`config.mk`:
```
export PLATFORM = sky130hd
export DESIGN_NAME = stack_sequencer
export DESIGN_NICKNAME = d
export VERILOG_FILES = /design/src/rtl/stack_sequencer.sv
export SDC_FILE = /design/constraint.sdc
export NUM_CORES = 1
export LEC_CHECK = 0
export BUFFER_PORTS_ARGS = -buffer_cell sky130_fd_sc_hd__buf_2
export CORE_MARGIN = 3
export CORE_UTILIZATION = 45
export CTS_BUF_LIST = sky130_fd_sc_hd__clkbuf_16
export DETAILED_ROUTE_END_ITERATION = 16
export PLACE_DENSITY = 0.76
export SLEW_MARGIN = 20
export SYNTH_ARGS = -nofsm -noshare
export SYNTH_HDL_FRONTEND = slang
export SYNTH_SLANG_ARGS = --single-unit
```
`constraint.sdc`:
```
create_clock -name clk -period 2.7 [get_ports clk]
set_clock_uncertainty 0.2 [all_clocks]
set_input_delay 0.54 -clock clk [delete_from_list [all_inputs] [get_ports clk]]
set_output_delay 0.54 -clock clk [all_outputs]
set_load 0.02 [all_outputs]
```
`src/rtl/stack_sequencer.sv`:
```
// Stack-port initiator: turns CALL/RET/INT/RTI pulses into 16-bit push/pop beat
// sequences and reassembles the popped return PC and flags.
module stack_sequencer #(
    parameter int DATA_WIDTH = 16,
    parameter int FLAG_WIDTH = 3
) (
    input  logic                    clk,
    input  logic                    reset,
    input  logic                    call_req,
    input  logic                    ret_req,
    input  logic                    int_req,
    input  logic                    rti_req,
    input  logic [2*DATA_WIDTH-1:0] pc_in,
    input  logic [FLAG_WIDTH-1:0]   flags_in,
    input  logic [DATA_WIDTH-1:0]   mem_data_in,
    output logic                    memory_push,
    output logic                    memory_pop,
    output logic [DATA_WIDTH-1:0]   write_data,
    output logic                    busy,
    output logic [2*DATA_WIDTH-1:0] pc_out,
    output logic                    pc_valid,
    output logic [FLAG_WIDTH-1:0]   flags_out,
    output logic                    flags_valid
);

    typedef enum logic [2:0] {
        IDLE, PUSH_FLAGS, PUSH_HI, PUSH_LO, POP_LO, POP_HI, POP_FLAGS
    } state_t;

    state_t                  state, state_next;
    logic [2*DATA_WIDTH-1:0] pc_hold;
    logic [FLAG_WIDTH-1:0]   flag_hold;
    logic                    int_pending;
    logic                    is_rti;
    logic                    idle, take_int, take_rti, take_call, take_ret, accept;

    // A pending interrupt counts as int_req and so outranks any fresh request.
    assign idle      = (state == IDLE);
    assign take_int  = idle && (int_req || int_pending);
    assign take_rti  = idle && !take_int && rti_req;
    assign take_call = idle && !take_int && !rti_req && call_req;
    assign take_ret  = idle && !take_int && !rti_req && !call_req && ret_req;
    assign accept    = take_int || take_rti || take_call || take_ret;

    always_ff @(posedge clk or posedge reset) begin
        if (reset) state <= IDLE;
        else       state <= state_next;
    end

    always_comb begin
        state_next  = state;
        memory_push = 1'b0;
        memory_pop  = 1'b0;
        write_data  = '0;
        busy        = (state != IDLE);
        case (state)
            IDLE: begin
                if (take_int)                  state_next = PUSH_FLAGS;
                else if (take_rti || take_ret) state_next = POP_LO;
                else if (take_call)            state_next = PUSH_HI;
            end
            PUSH_FLAGS: begin
                memory_push = 1'b1;
                write_data  = {{(DATA_WIDTH-FLAG_WIDTH){1'b0}}, flag_hold};
                state_next  = PUSH_HI;
            end
            PUSH_HI: begin
                memory_push = 1'b1;
                write_data  = pc_hold[2*DATA_WIDTH-1:DATA_WIDTH];
                state_next  = PUSH_LO;
            end
            PUSH_LO: begin
                memory_push = 1'b1;
                write_data  = pc_hold[DATA_WIDTH-1:0];
                state_next  = IDLE;
            end
            POP_LO: begin
                memory_pop = 1'b1;
                state_next = POP_HI;
            end
            POP_HI: begin
                memory_pop = 1'b1;
                state_next = is_rti ? POP_FLAGS : IDLE;
            end
            POP_FLAGS: begin
                memory_pop = 1'b1;
                state_next = IDLE;
            end
            default: state_next = IDLE;
        endcase
    end

    always_ff @(posedge clk or posedge reset) begin
        if (reset) begin
            pc_hold     <= '0;
            flag_hold   <= '0;
            int_pending <= 1'b0;
            is_rti      <= 1'b0;
            pc_out      <= '0;
            flags_out   <= '0;
            pc_valid    <= 1'b0;
            flags_valid <= 1'b0;
        end else begin
            // Completion pulses land in the first IDLE cycle after the last pop.
            pc_valid    <= (state == POP_HI && !is_rti) || (state == POP_FLAGS);
            flags_valid <= (state == POP_FLAGS);
            if (accept) begin
                pc_hold <= pc_in;
                is_rti  <= take_rti;
            end
            if (take_int)
                flag_hold <= flags_in;
            if (take_int)
                int_pending <= 1'b0;
            else if (!idle && int_req)
                int_pending <= 1'b1;
            case (state)
                POP_LO:    pc_out[DATA_WIDTH-1:0]            <= mem_data_in;
                POP_HI:    pc_out[2*DATA_WIDTH-1:DATA_WIDTH] <= mem_data_in;
                POP_FLAGS: flags_out                         <= mem_data_in[FLAG_WIDTH-1:0];
                default:   ;
            endcase
        end
    end

endmodule

```
=== Word level (Yosys, flattened, before mapping) ===
Index checks and enable logic that the tools add are counted.

* Logic and storage cells: 52
* Memories: 0
* Bits in read-only memories: 0
* Output and inout bits: 56
* Latch bits: 0
* Memory bits (writable): 0
* Bits in registers: 77

* Eq/ne operators: 7
* Bitwise operators: 0
* Reductions and logical operators: 25
* Muxes and demuxes: 10
* $lt $le $gt $ge: 0
* $add $sub $neg: 0
* Multiply operators: 0
* Shift operators: 0
* Divide/modulo/power cells: 0

{| class="wikitable"
|+ Operator list
! cell !! number
|-
| 16-bit one-hot mux with 3 select lines || 1
|-
| 3-bit one-hot mux with 5 select lines || 1
|-
| 3-bit 2-to-1 mux || 4
|-
| 3-bit equality test (second input constant) || 3
|-
| 1-bit logical AND || 9
|-
| 3-bit by 2-bit equality test with 1-bit output (second input constant) || 2
|-
| 1-bit logical OR || 6
|-
| 3-bit OR reduction || 2
|-
| 1-bit zero test || 5
|-
| 1-bit 2-to-1 mux || 4
|-
| 4-bit by 1-bit != test with 1-bit output (second input constant) || 1
|-
| 3-bit by 1-bit equality test with 1-bit output (second input constant) || 1
|-
| 3-bit zero test || 1
|-
| 3-bit nonzero test || 1
|-
| 2-bit nonzero test || 1
|}

=== Longest topological paths before layout ===
* Depth in word-level cells: 11
* Depth in mapped cells: 6

=== Worst setup path after synthesis ===
No wires, ideal clock.

* Path kind: register -> output
* Start: register state[1]
* End: output port write_data[10]
* Path slack: 0.656 ns
* Required time: 1.960 ns
* Data arrival time: 1.304 ns
* Cell stages (with the launch flop): 6
* Buffers on the path: 3
* Path through: dfrtp_1 buf_2 buf_2 nand2_1 clkbuf_1 nor2_1

* Cells in the longest elaborated chain, start to end: 2
* Elaborated cells on any way between the ends: 4

{| class="wikitable"
|+ Ends and longest elaborated chain
! item !! RTL line !! source
|-
| start: declaration || 30 || <nowiki>state_t state, state_next;</nowiki>
|-
| start signal: assignment || 47 || <nowiki>else state <= state_next;</nowiki>
|-
| 3-bit by 2-bit equality test with 1-bit output or 3-bit by 1-bit equality test with 1-bit output (tied branches) || 56 || <nowiki>case (state)</nowiki>
|-
| 16-bit one-hot mux with 3 select lines * || 56 ||
|-
| end: declaration || 18 || <nowiki>output logic [DATA_WIDTH-1:0] write_data,</nowiki>
|}

Every way passes the cells marked *; elsewhere a longest branch is shown, timed or not.

=== Worst setup path after layout ===
* Start: register state[1]
* End: output port write_data[2]

The elaborated chain is that of the path after synthesis.

==> results by group <==
Logic synthesis
  • Fraction of registers with async set/reset: 1.00
  • Post-synthesis adder-cell area fraction: 0
  • Post-synthesis simple-gate area fraction: 0.0546
  • Sequential cell area fraction in the yosys report: 0.593
  • Yosys cell types: 26
  • Syn nets: 284
  • Number of flops mapped to enable cells by yosys: 0
  • Ys flop type: dfrtp_1
  • Post-Syn Area: 0.00325 mm^2
  • #FFs+latches synth: 77
  • Instance count of the mapped netlist: 227
  • Post-synthesis mux area share: 0.293
  • Synthesis warning total: 0
  • Syn_area_per_cell: 14.3 um^2
  • Complex-gate fraction of the synthesized area: 0.0273
  • Largest family of logic cells by synthesized area: multiplexers
  • Synth Area in XOR/XNOR: 0

Drt
  • DR iter-0 viols: 77
  • Antenna Nets Post-Route: 0
  • Pre-antenna DRT Iters: 4
  • Drt total wl: 6740 um
  • Via-per-instance ratio: 4.83
  • Vias: 2149
  • DRC viols: 0
  • WL/cell: 15.1 um

Finish
  • Most frequent cells in the layout: 112 x buf_2, 77 x dfrtp_1, 67 x mux2_2
  • Filler instances: 598
  • Nets: 401
  • Share of cells above drive strength 1: 0.585
  • Area added between synthesis and finish: 30.5%
  • Most common cell after layout, fill and taps aside: buf_2
  • # diodes: 0

Floorplan
  • Row count: 30
  • Die W: 91.0 um
  • Die ar.: 0.00828 mm^2
  • I/O pin cnt: 113
  • Core Region: 0.00691 mm^2
  • Initial Util: 0.471
  • Die Ht: 91.0 um

Critical path
  • Arr. time, crit path: 1.74 ns
  • Crit Path Category: flip-flop to output pin
  • CP delay by family, top: flip-flops
  • Crit-path max FO: 10
  • Worst setup startpoint: state[1]$_DFFE_PP0P_
  • CP max stage cell: dfrtp_1
  • CP endpoint kind: output pin
  • Worst r2r src: state[1]$_DFFE_PP0P_
  • Startpoint Class: flip-flop
  • Setup slack, reg-to-reg: 0.64 ns
  • CP cell instances: mux2_2 > a22oi_1 > nor2_1 > buf_2
  • Required @ worst endpoint: 1.96 ns
  • Crit path buf inv count: 1
  • Slowest stage delay, CP: 0.63 ns

Power and ir drop
  • Leak: 2.10 nW
  • Internal Pwr Total: 3.59 mW
  • Comb pwr share: 0.423
  • Switching part of the total: 0.360
  • Sequential share of power: 0.359
  • Clock share of power: 0.217
  • Switching power: 2.02 mW
  • Power Density: 1320 mW/mm^2
  • VDD IR max: 0.000631 V

CTS
  • CTS sink cnt: 77
  • Cts bufs inserted: 9
  • Post CTS Setup Buffer Count: 0
  • Clk buf depth: 2
  • H-tree levels: 3
  • Clk slew on worst S/H paths: 0.06 ns
  • CTS tree: yes
  • Clk root buf: clkbuf_16
  • Skew-Pair Late Insertion Delay: 0.32 ns

Run
  • Max-cap violations: 0

STA
  • Worst Tran Pin Value: 0.701 ns
  • Finish-stage setup viols: 0
  • Rel. slew slack: 0.532
  • Final worst-path setup slack: 0.217 ns
  • Max-slew violation count: 0
  • Final Hold Fails: 0
  • Final Cycle Share: 0.919
  • Setup TNS: 0 ns
  • Minimum clock period: 2.48 ns
  • FMAX: 403 MHz
  • Setup repair after global routing missed its margin: false

Place
  • Port buffer count: 112
  • Dpl ws: 0.463 ns
  • Placer Congestion: 0.751
  • Hpwl dp: 4940 um

Outcome
  • Status: finished clean

Global routing
  • First-pass GRT wire length: 10900 um
  • Vias in the first global route: 2246
  • GRT Residual Overflow: 0
  • Largest net degree at the start of global routing: 33
  • Tot GR Track Use: 0.167
  • Initial antenna violation count: 1

Worst hold path
  • HP Class: primary input to asynchronous set/reset pin
worst register-to-register path, stage by stage, from the launching register on:
cell      delay (ns)
dfrtp_1         0.54
buf_4           0.24
nand3b_2        0.52
mux2_2          0.44
state kept, by name, summed over array words and instances (netlist names):
name and cells:
flags_valid 1, state 3, flags_out 3, pc_out 32, flag_hold 3, pc_valid 1, is_rti 1, int_pending 1
pc_hold 32
layer usage:
layer	share of wire	wire [um]	track usage
met1	0.42	2810	0.209
met5	0.0010	7	0
met2	0.51	3430	0.272
met3	0.061	414	0.0530
met4	0.011	72	0.0616
worst paths after layout:
check | endpoint | depth (start not counted)
max in group asynchronous | pc_out[15]$_DFFE_PP0P_ | 3
max | write_data[2] | 4
min reg2reg | pc_hold[20]$_DFFE_PP0P_ | 1
min in group clk | pc_hold[17]$_DFFE_PP0P_ | 2
max reg2reg | pc_out[21]$_DFFE_PP0N_ | 3
min | pc_hold[31]$_DFFE_PP0P_ | 2
Yosys cell counts, types with 3 or more instances:
master,count,area share
nor2_1,22,0.025
dfrtp_1,77,0.59
inv_1,4,0.0046
mux2_1,6,0.021
nand2_1,4,0.0046
mux2i_1,13,0.040
buf_6,4,0.014
a22oi_1,3,0.0069
mux2_2,67,0.23
buf_2,4,0.0062
o21ai_0,3,0.0046
stage by stage:
step / total power [mW] / hold WS (ns) / std cells / cell area, um^2 / utilization
2_1_floorplan: 3.72 / 0.252 / 227 / 3260 / -
3_3_place_gp: 4.36 / 0.271 / 429 / 3930 / 0.569
3_5_place_dp: 4.44 / 0.274 / 429 / 3930 / 0.569
4_1_cts: 5.68 / 0.139 / 445 / 4240 / 0.614
5_1_grt: 5.96 / 0.173 / 445 / 4240 / 0.614
6_report: 5.61 / 0.125 / 445 / 4240 / 0.614
what timing repair did:
item                                    4_1_cts  5_1_grt
resized for setup                             0        1
endpoints found under the setup margin        0       13
hold buffers                                  0        0
kinds of logic after synthesis:
kind of cell,after synthesis
compound gates,12
flops,77
simple gates,35
mux,86
buf+inv,17
cell type report:
cell class	count	area (um^2)	area share
clock buffer	9	225	0.0531
multi-input combinational	133	1220	0.288
inverter	5	22.5	0.00531
sequential	77	1930	0.454
clock inverter	7	83.8	0.0198
tap	96	120	0.0283
timing repair buffer	118	643	0.152
power by group through the flow:
| stage | clock network (mW) | registers (mW) | logic, mW |
|---|---|---|---|
| 2_1_floorplan | 0 | 2.21 | 1.50 |
| 3_3_place_gp | 0 | 2.00 | 2.36 |
| 3_5_place_dp | 0 | 2.04 | 2.40 |
| 4_1_cts | 1.25 | 2.02 | 2.41 |
| 5_1_grt | 1.30 | 2.09 | 2.56 |
| 6_report | 1.22 | 2.02 | 2.38 |
(Power assumes the default switching activity.)
